--- src/rtl/fwd_pkg.sv ---
// Shared types and constants for the forwarding-select pipeline.
// Holds the select encoding, the shadow-slot record and the slot match helper.
package fwd_pkg;

    localparam int REG_ADDR_W = 5;
    localparam int SEL_W      = 3;

    localparam logic [SEL_W-1:0] SEL_REGFILE = 3'b000;
    localparam logic [SEL_W-1:0] SEL_MEM     = 3'b001;
    localparam logic [SEL_W-1:0] SEL_WB      = 3'b010;
    localparam logic [SEL_W-1:0] SEL_PWB     = 3'b011;
    localparam logic [SEL_W-1:0] SEL_ALT     = 3'b100;

    typedef struct packed {
        logic                  valid;
        logic                  regwrite;
        logic                  load;
        logic [REG_ADDR_W-1:0] rd;
    } shadow_t;

    // r0 is hardwired zero, so it never matches a producer
    function automatic logic slot_match(input shadow_t s, input logic [REG_ADDR_W-1:0] r);
        return s.valid & s.regwrite & (s.rd == r) & (r != {REG_ADDR_W{1'b0}});
    endfunction

endpackage

--- src/rtl/fwd_sel_pipe_if.sv ---
// ID-side request and EX-side select bundle of the forwarding-select pipeline.
interface fwd_sel_pipe_if;

    logic                            id_valid;
    logic [fwd_pkg::REG_ADDR_W-1:0]  id_rs;
    logic [fwd_pkg::REG_ADDR_W-1:0]  id_rt;
    logic [fwd_pkg::REG_ADDR_W-1:0]  id_rd;
    logic                            id_regwrite;
    logic                            id_memread;
    logic                            id_use_rs;
    logic                            id_use_rt;
    logic                            id_alusrc;
    logic                            id_link;
    logic                            stall_in;
    logic                            flush_in;
    logic                            ex_valid;
    logic [fwd_pkg::SEL_W-1:0]       fwd_a_sel;
    logic [fwd_pkg::SEL_W-1:0]       fwd_b_sel;
    logic                            load_use_stall;

    modport master (
        output id_valid, id_rs, id_rt, id_rd, id_regwrite, id_memread,
               id_use_rs, id_use_rt, id_alusrc, id_link, stall_in, flush_in,
        input  ex_valid, fwd_a_sel, fwd_b_sel, load_use_stall
    );

    modport slave (
        input  id_valid, id_rs, id_rt, id_rd, id_regwrite, id_memread,
               id_use_rs, id_use_rt, id_alusrc, id_link, stall_in, flush_in,
        output ex_valid, fwd_a_sel, fwd_b_sel, load_use_stall
    );

endinterface

--- src/rtl/fwd_match.sv ---
// Priority encoder: picks the newest in-flight producer of one source register.
// The WB slot is searched only when POST_WB_EN is set.
module fwd_match
    import fwd_pkg::*;
#(
    parameter bit POST_WB_EN = 1'b0
) (
    input  logic [REG_ADDR_W-1:0] i_reg,
    input  shadow_t               i_ex,
    input  shadow_t               i_mem,
    input  shadow_t               i_wb,
    output logic [SEL_W-1:0]      o_sel
);

    // Newest producer first: EX lands in MEM, MEM lands in WB, WB lands in post-WB
    always_comb begin
        o_sel = SEL_REGFILE;
        if (slot_match(i_ex, i_reg)) begin
            o_sel = SEL_MEM;
        end else if (slot_match(i_mem, i_reg)) begin
            o_sel = SEL_WB;
        end else if (POST_WB_EN && slot_match(i_wb, i_reg)) begin
            o_sel = SEL_PWB;
        end else begin
            o_sel = SEL_REGFILE;
        end
    end

endmodule

--- src/rtl/fwd_sel_pipe.sv ---
// Forwarding-select generator: shadows EX/MEM/WB destinations and registers the
// EX operand-mux selects. FWD_POST_WB_EN adds the post-WB slot and select 011.
module fwd_sel_pipe
    import fwd_pkg::*;
(
    input  logic           clk,
    input  logic           rst,
    fwd_sel_pipe_if.slave  bus
);

`ifdef FWD_POST_WB_EN
    localparam bit POST_WB = 1'b1;
    shadow_t r_pwb;
`else
    localparam bit POST_WB = 1'b0;
`endif

    shadow_t          r_ex;
    shadow_t          r_mem;
    shadow_t          r_wb;
    logic [SEL_W-1:0] r_a_sel;
    logic [SEL_W-1:0] r_b_sel;

    logic [SEL_W-1:0] w_a_match;
    logic [SEL_W-1:0] w_b_match;
    logic [SEL_W-1:0] w_a_sel;
    logic [SEL_W-1:0] w_b_sel;
    logic             w_load_use;
    shadow_t          w_ex_next;

    fwd_match #(.POST_WB_EN(POST_WB)) u_match_a (
        .i_reg (bus.id_rs),
        .i_ex  (r_ex),
        .i_mem (r_mem),
        .i_wb  (r_wb),
        .o_sel (w_a_match)
    );

    fwd_match #(.POST_WB_EN(POST_WB)) u_match_b (
        .i_reg (bus.id_rt),
        .i_ex  (r_ex),
        .i_mem (r_mem),
        .i_wb  (r_wb),
        .o_sel (w_b_match)
    );

    // A load still in EX cannot forward yet; the consumer waits one bubble
    always_comb begin
        w_load_use = r_ex.valid & r_ex.load & bus.id_valid &
                     ((bus.id_use_rs & slot_match(r_ex, bus.id_rs)) |
                      (bus.id_use_rt & ~bus.id_alusrc & slot_match(r_ex, bus.id_rt)));
    end

    // Operand overrides: link/immediate win, unused operands read the regfile
    always_comb begin
        w_a_sel = SEL_REGFILE;
        w_b_sel = SEL_REGFILE;
        if (bus.id_link) begin
            w_a_sel = SEL_ALT;
        end else if (!bus.id_use_rs) begin
            w_a_sel = SEL_REGFILE;
        end else begin
            w_a_sel = w_a_match;
        end
        if (bus.id_alusrc) begin
            w_b_sel = SEL_ALT;
        end else if (!bus.id_use_rt) begin
            w_b_sel = SEL_REGFILE;
        end else begin
            w_b_sel = w_b_match;
        end
    end

    // Shadow record for the instruction leaving ID
    always_comb begin
        w_ex_next          = '0;
        w_ex_next.valid    = bus.id_valid;
        w_ex_next.regwrite = bus.id_regwrite;
        w_ex_next.load     = bus.id_memread;
        w_ex_next.rd       = bus.id_rd;
    end

    // Shadow pipeline and select registers; a freeze holds everything, flush included
    always_ff @(posedge clk) begin
        if (!rst) begin
            r_ex    <= '0;
            r_mem   <= '0;
            r_wb    <= '0;
`ifdef FWD_POST_WB_EN
            r_pwb   <= '0;
`endif
            r_a_sel <= SEL_REGFILE;
            r_b_sel <= SEL_REGFILE;
        end else if (!bus.stall_in) begin
`ifdef FWD_POST_WB_EN
            r_pwb <= r_wb;
`endif
            r_wb  <= r_mem;
            r_mem <= r_ex;
            if (bus.flush_in || w_load_use) begin
                r_ex    <= '0;
                r_a_sel <= SEL_REGFILE;
                r_b_sel <= SEL_REGFILE;
            end else begin
                r_ex    <= w_ex_next;
                r_a_sel <= w_a_sel;
                r_b_sel <= w_b_sel;
            end
        end
    end

    assign bus.ex_valid       = r_ex.valid;
    assign bus.fwd_a_sel      = r_a_sel;
    assign bus.fwd_b_sel      = r_b_sel;
    assign bus.load_use_stall = w_load_use;

endmodule
--- src/flat_wrapper.sv ---
// flat-port wrapper written by rule: the top's interface ports become plain ports
module fwd_sel_pipe_flat import fwd_pkg::*;
  (clk, rst, bus_id_valid, bus_id_rs, bus_id_rt, bus_id_rd, bus_id_regwrite, bus_id_memread, bus_id_use_rs, bus_id_use_rt, bus_id_alusrc, bus_id_link, bus_stall_in, bus_flush_in, bus_ex_valid, bus_fwd_a_sel, bus_fwd_b_sel, bus_load_use_stall);
  fwd_sel_pipe_if bus_i ();
  input  logic clk;
  input  logic rst;
  input wire logic [$bits(bus_i.id_valid)-1:0] bus_id_valid;
  input wire logic [$bits(bus_i.id_rs)-1:0] bus_id_rs;
  input wire logic [$bits(bus_i.id_rt)-1:0] bus_id_rt;
  input wire logic [$bits(bus_i.id_rd)-1:0] bus_id_rd;
  input wire logic [$bits(bus_i.id_regwrite)-1:0] bus_id_regwrite;
  input wire logic [$bits(bus_i.id_memread)-1:0] bus_id_memread;
  input wire logic [$bits(bus_i.id_use_rs)-1:0] bus_id_use_rs;
  input wire logic [$bits(bus_i.id_use_rt)-1:0] bus_id_use_rt;
  input wire logic [$bits(bus_i.id_alusrc)-1:0] bus_id_alusrc;
  input wire logic [$bits(bus_i.id_link)-1:0] bus_id_link;
  input wire logic [$bits(bus_i.stall_in)-1:0] bus_stall_in;
  input wire logic [$bits(bus_i.flush_in)-1:0] bus_flush_in;
  output wire logic [$bits(bus_i.ex_valid)-1:0] bus_ex_valid;
  output wire logic [$bits(bus_i.fwd_a_sel)-1:0] bus_fwd_a_sel;
  output wire logic [$bits(bus_i.fwd_b_sel)-1:0] bus_fwd_b_sel;
  output wire logic [$bits(bus_i.load_use_stall)-1:0] bus_load_use_stall;
  assign bus_i.id_valid = bus_id_valid;
  assign bus_i.id_rs = bus_id_rs;
  assign bus_i.id_rt = bus_id_rt;
  assign bus_i.id_rd = bus_id_rd;
  assign bus_i.id_regwrite = bus_id_regwrite;
  assign bus_i.id_memread = bus_id_memread;
  assign bus_i.id_use_rs = bus_id_use_rs;
  assign bus_i.id_use_rt = bus_id_use_rt;
  assign bus_i.id_alusrc = bus_id_alusrc;
  assign bus_i.id_link = bus_id_link;
  assign bus_i.stall_in = bus_stall_in;
  assign bus_i.flush_in = bus_flush_in;
  assign bus_ex_valid = bus_i.ex_valid;
  assign bus_fwd_a_sel = bus_i.fwd_a_sel;
  assign bus_fwd_b_sel = bus_i.fwd_b_sel;
  assign bus_load_use_stall = bus_i.load_use_stall;
  fwd_sel_pipe u_core (.clk(clk), .rst(rst), .bus(bus_i));
endmodule
--- config.mk ---
export PLATFORM = sky130hd
export DESIGN_NAME = fwd_sel_pipe_flat
export DESIGN_NICKNAME = d
export VERILOG_FILES = /design/src/rtl/fwd_pkg.sv /design/src/rtl/fwd_sel_pipe_if.sv /design/src/rtl/fwd_match.sv /design/src/rtl/fwd_sel_pipe.sv /design/src/flat_wrapper.sv
export SDC_FILE = /design/constraint.sdc
export NUM_CORES = 1
export LEC_CHECK = 0
export ABC_AREA = 1
export CORE_MARGIN = 4
export CORE_UTILIZATION = 53
export DETAILED_ROUTE_END_ITERATION = 10
export PLACE_DENSITY_LB_ADDON = 0.1
export SYNTH_ARGS = -nofsm -noshare
export SYNTH_HDL_FRONTEND = slang
export SYNTH_SLANG_ARGS = --single-unit
--- constraint.sdc ---
create_clock -name clk -period 2.28 [get_ports clk]
set_input_delay 0.228 -clock clk [delete_from_list [all_inputs] [get_ports clk]]
set_output_delay 0.228 -clock clk [all_outputs]
set_load 0.1 [all_outputs]
==> results.md, run 1 <==
* Mapped Area at 1410 um^2
* Setup TNS Final at 0 ps
* # IOs at 34
* WL/cell at 11.6 um
* Final Hold Fails at 0
* GP Congestion at roughly 0.93
* CP most frequent cell: nor2_1
* CP Buf/Inv Count at 3
* Max Cap Violations at 0
* CTS max path bufs at 2
* Core area at 2500 um^2
* Skew-Pair Late Insertion Delay at ~300 ps
* Fill cell count at ~230
* Cell family with most CP delay: buffers and inverters
* Yosys reg bits at 21
* Post-CTS Setup Bufs at 0
* Worst slew margin at between 50 and 60%
* N_diodes at 0
* Number of synthesized flops with an enable pin at 0
* H-tree depth at 1
* Critical path required time at 2050 ps
* Die Span X at 59.6 um
* Startpoint types: input port
* Worst Max-Slew Pin Slew at 626 ps
* RR Startpoint: u_core.r_ex[1]$_SDFFE_PN0N_
* Primary FF master, synth: dfxtp_1
* Crit Path Category: input port to output port
* Setup repair after global routing missed its margin: no
* Clk sink count at 21
* Total number of vias at about 1400
* GRT Overall Usage at 19.1%
* Initial Util at between 50 and 60%
* Root Buffer: clkbuf_4
* Worst R2R Setup Slack at 770 ps
* Die area at 3550 um^2
* Status: complete, no violations
* Crit path from: bus_id_rs[0]
* Synth top area share at 29.8%
* Min-Delay Path Class: flip-flop to flip-flop
* Die Y at roughly 60 um
* Commonest cells after routing, fill and taps aside: nand2_1 (55), inv_1 (32), nor2_1 (29)
* Hold buffers post-CTS at 0
* Seq/Total Area, Yosys at a little under 30%
* Peak Freq at slightly below 500 MHz
* Area Growth Syn to Fin at 24.5%
* Final Max Slew Viols at 0
* Global-route wire length before repair at 5.15 mm
* Post-synth ARST share at 0%
* Reg2reg end: u_core.bus.fwd_b_sel[2]$_SDFFE_PN0N_
* Residual DRC at 0
* Inserted Clock Buffers at 3
* Clk pin slew, worst setup/hold paths at between 100 and 150 ps
* Final Cycle Share at between 80% and 90%
* Syn_nets at around 240
* DRT antenna net count at 0
* Final Hold Slack at 483 ps
* Gate Count Post-Synth at roughly 220
* CP max stage delay at 490 ps
* Ys Warns at 0
* Leakage at ~0.75 nW
* CP Capture Type: output port
* Clk_skew at roughly 2.6 ps
* Post-CTS sizing at 0
* GRT Residual Overflow at 0
* Mean Syn Cell Area at 6.52 um^2
* Final nets at 274
* CP Cell Sequence: clkdlybuf4s50_1 -> nor2_1 -> nand2_1 -> nor2_1 -> nor2_2 -> nand3_2 -> nand2_2 -> nand2_4 -> clkinvlp_4 -> buf_12
* Synth area leader: dfxtp_1
* Vias/cell at a little under 5
* Drt total wl at roughly 3.2 mm
* Final min period at 2040 ps
* Rows at 18
* Layout cells sized above 1 at 18.2%
* Largest net degree at the start of global routing at 28
* Crit path max fanout at 15
* Drt first pass iters at 4
* DRT iter0 DRCs at 59
* Final setup violation count at 0
* Post-detail-place hpwl at 2.49 mm
* Worst path depth at 10
* Initial antenna violation count at 0
* Ranking of synthesized cells by area: dfxtp_1 (30%), nand2_1 (15%), inv_1 (8.8%)
* Worst Path Arrival at 1810 ps
* Most common cell after layout, fill and taps aside: nand2_1
* Maximum vdd drop at 0.000327 V
* Netlist cell types at 22
* Vias in the first global route at 1182
* CP max-delay cell: clkdlybuf4s50_1
* Crit path capture: bus_load_use_stall
* Power density over the cells at between 400 and 500 nW/um^2
* CTS tree: done
* R2R cell count at 8
* Number of I/O port buffers at 33
==> power breakdown <==
group / internal [mW] / switching (mW) / total, mW
clock: 0.0682 / 0.115 / 0.183
sequential: 0.381 / 0.0146 / 0.395
combinational: 0.0776 / 0.0926 / 0.170
total: 0.526 / 0.222 / 0.749
==> worst min path at each step <==
stage / cells after the start / to / slack (ps) / startpoint
2_1_floorplan: 2 / u_core.r_mem[6]$_SDFFE_PN0N_ / 360 / rst
3_3_place_gp: 2 / u_core.bus.fwd_a_sel[2]$_SDFFE_PN0N_ / 460 / u_core.bus.fwd_a_sel[2]$_SDFFE_PN0N_
3_5_place_dp: 2 / u_core.bus.fwd_b_sel[2]$_SDFFE_PN0N_ / 460 / u_core.bus.fwd_b_sel[2]$_SDFFE_PN0N_
4_1_cts: 2 / u_core.bus.fwd_b_sel[2]$_SDFFE_PN0N_ / 480 / u_core.bus.fwd_b_sel[2]$_SDFFE_PN0N_
5_1_grt: 2 / u_core.bus.fwd_b_sel[2]$_SDFFE_PN0N_ / 490 / u_core.bus.fwd_b_sel[2]$_SDFFE_PN0N_
6_report: 2 / u_core.bus.fwd_b_sel[2]$_SDFFE_PN0N_ / 480 / u_core.bus.fwd_b_sel[2]$_SDFFE_PN0N_
==> cell usage after synthesis (2+ instances only) <==
master and instances:
o21ai_0 7, inv_2 3, nor2_1 29, clkbuf_1 4, inv_1 33, nand4_1 2
nor2_2 4, nand3_1 10, a21oi_1 11, dfxtp_1 21, xnor2_1 8, nand3_2 11
nand2_1 55, a21oi_2 10
==> flip-flops by register name (all words and copies together) (netlist names) <==
signal,flops
u_core.r_mem,7
u_core.bus.ex_valid,1
u_core.r_ex,7
u_core.bus.fwd_b_sel,3
u_core.bus.fwd_a_sel,3
==> worst reg2reg max path: stages, from the launching register on <==
cell and delay (ps):
dfxtp_1 490, xnor2_1 150, nand2_1 70, nor2_1 140, nand3_2 100, nand2_2 90
nand2_4 140, nand3_1 120, a21oi_1 80
==> metal layers <==
metal | vias to the layer above | GRT usage (%) | wire length (um)
met1 | 596 | 26.4 | 1430
met4 | 0 | 7.28 | 27
met3 | 4 | 2.83 | 280
li1 | 724 | - | -
met2 | 54 | 29.8 | 1490
met5 | - | 0 | 0
==> layout make-up <==
type,count,area [um^2],area share (%)
Multi-Input combinational cell,152,800,45.6
Sequential cell,21,422,24.0
Timing Repair Buffer,34,330,18.8
Inverter,36,139,7.92
Tap cell,30,37.5,2.14
Clock buffer,4,26.3,1.50
==> through the flow <==
step / power, mW / cell area (um^2) / util (%) / instances / setup WS (ps)
floorplan: 0.503 / 1410 / - / 216 / 229
global placement: 0.572 / 1730 / 69.1 / 273 / 274
detailed placement: 0.573 / 1730 / 69.1 / 273 / 252
CTS: 0.754 / 1750 / 70.2 / 277 / 245
global route: 0.794 / 1750 / 70.2 / 277 / 116
finish: 0.749 / 1750 / 70.2 / 277 / 240
==> cell families (layout without fill, tap and decap cells) <==
logic type,Yosys count,in the layout,share of synthesized area [%]
compound gates,28,28,12.6
xor+xnor,9,9,5.60
buf+inv,43,74,13.4
flops,21,21,29.8
simple gates,115,115,38.5
Note: power is estimated with default switching activity, not from simulation.
==> run 2, diff against run 1 <==
Settings changed: GPL_TIMING_DRIVEN set to 0, HOLD_SLACK_MARGIN set to 0.02.
==> results.md, run 2 (same netlist as run 1, synthesis figures left out) <==
* Skew-Pair Late Insertion Delay at 310 ps
* Hold buffers post-CTS at 0
* Largest net degree at the start of global routing at 13
* Residual DRC at 0
* Worst Max-Slew Pin Slew at ~980 ps
* # placed instances at roughly 280
* CP max-delay cell: clkdlybuf4s50_1
* Die Y at 59.6 um
* Clk_skew at 9.29 ps
* Leakage at around 0.75 nW
* Setup repair after global routing missed its margin: no
* Peak Freq at between 400 and 500 MHz
* GRT Residual Overflow at 0
* Cell area after layout at between 1500 and 2000 um^2
* Crit path max fanout at 10
* Final setup violation count at 0
* Root Buffer: clkbuf_4
* Worst Path Arrival at 1910 ps
* Final min period at 2140 ps
* Fill cell count at between 200 and 250
* GP Congestion at roughly 0.88
* Crit path from: bus_id_rs[4]
* CP Cell Sequence: clkdlybuf4s50_1 -> xnor2_1 -> nand2_1 -> nor2_1 -> nand3_2 -> nand2_2 -> nand2_4 -> buf_12 -> clkinvlp_4 -> buf_6
* Inserted Clock Buffers at 3
* Final nets at 280
* DRT antenna net count at 0
* # IOs at 34
* Vias in the first global route at 1220
* Min-Delay Path Class: flip-flop to flip-flop
* Post-CTS Setup Bufs at 0
* Largest regs: u_core.r_ex: 7 flops, u_core.r_mem: 7 flops
* DRT iter0 DRCs at 47
* Max Cap Violations at 0
* CTS max path bufs at 2
* Vias/cell at 4.89
* Crit Path Category: input port to output port
* CP Capture Type: output port
* Area Growth Syn to Fin at 28.6%
* Critical path required time at 2050 ps
* Die Span X at 59.6 um
* Commonest cells after routing, fill and taps aside: nand2_1 (55), inv_1 (32), clkdlybuf4s50_1 (32)
* Drt first pass iters at 4
* CP max stage delay at 540 ps
* Initial antenna violation count at 0
* Clk pin slew, worst setup/hold paths at 110 ps
* Min-delay src: u_core.bus.fwd_b_sel[2]$_SDFFE_PN0N_
* Final Cycle Share at 93.7%
* Final Hold Fails at 0
* Power density over the cells at 415 nW/um^2
* GRT Overall Usage at between 15 and 20%
* Status: complete, no violations
* Clk sink count at 21
* Total number of vias at 1385
* Maximum vdd drop at 0.000380 V
* N_diodes at 0
* Number of I/O port buffers at 33
* Rows at 18
* Final Max Slew Viols at 0
* Most common cell after layout, fill and taps aside: nand2_1
* Post-detail-place hpwl at 2.44 mm
* Drt total wl at 3.12 mm
* Die area at around 3500 um^2
* CTS tree: done
* Dpl ws at -756 ps
* Global-route wire length before repair at between 5 and 6 mm
* Initial Util at between 50% and 60%
* Worst slew margin at 34.7%
* Fin worst setup slack at 144 ps
* Placed Area at 1780 um^2
* Core area at around 2500 um^2
* H-tree depth at 1
* Startpoint types: input port
* WL/cell at 11.0 um
* Layout Cells excl Fill at 283
* Layout cells sized above 1 at approximately 17%
* RR Startpoint: u_core.r_ex[4]$_SDFFE_PN0N_
==> run 2: report_power, final <==
group	total (mW)	internal, mW	leakage, nW	switching [mW]
Combinational	0.175	0.0813	0.564	0.0942
Sequential	0.394	0.381	0.172	0.0135
Clock	0.183	0.0655	0.0177	0.117
Total	0.753	0.528	0.754	0.225
==> run 2: layer usage <==
metal	global-route usage [%]	up-vias	part of all wire [%]
li1	-	733	-
met1	26.1	608	47
met2	32.3	42	46
met3	3.05	2	6.4
met4	4.75	0	0.55
met5	0	-	0
==> run 2: repair_timing <==
action / in CTS / in global routing
gates resized for setup: 6 / 2
setup endpoints to repair: 1 / 1
cloned: 0 / 0
endpoints found under the hold margin: 0 / 0
pin swaps: 0 / 0
==> run 2: cell type report <==
cell class	instances	area (um^2)	area share, %
inverter	36	139	7.67
tap	30	37.5	2.07
clock buffer	3	22.5	1.24
timing repair buffer	33	332	18.3
sequential	21	423	23.3
multi-input combinational	152	800	44.1
buffer	7	53.8	2.97
clock inverter	1	5.00	0.276
==> run 2: path summary, 6_finish.rpt <==
check / endpoint / slack [ps] / cells after the start
worst min register to register: u_core.bus.fwd_b_sel[2]$_SDFFE_PN0N_ / 480 / 2
worst min-delay path: u_core.bus.fwd_b_sel[2]$_SDFFE_PN0N_ / 480 / 2
worst max register to register: u_core.r_ex[6]$_SDFFE_PN0N_ / 730 / 9
worst max-delay path: bus_load_use_stall / 140 / 10
==> run 2: stage by stage <==
stage	total power [mW]	TNS, ps	hold WS [ps]	util, %
3_3_place_gp	0.576	-703	462	71.3
4_1_cts	0.759	0	485	72.3
5_1_grt	0.796	0	498	72.5
6_report	0.753	0	477	72.5
2_1_floorplan	0.503	0	364	-
3_5_place_dp	0.578	-756	459	71.3
==> run 2: worst max-delay path, delay by kind of cell <==
kind          cells  cell delay [ps]
simple gates      5              570
xor+xnor          1              130
buf+inv           4              970
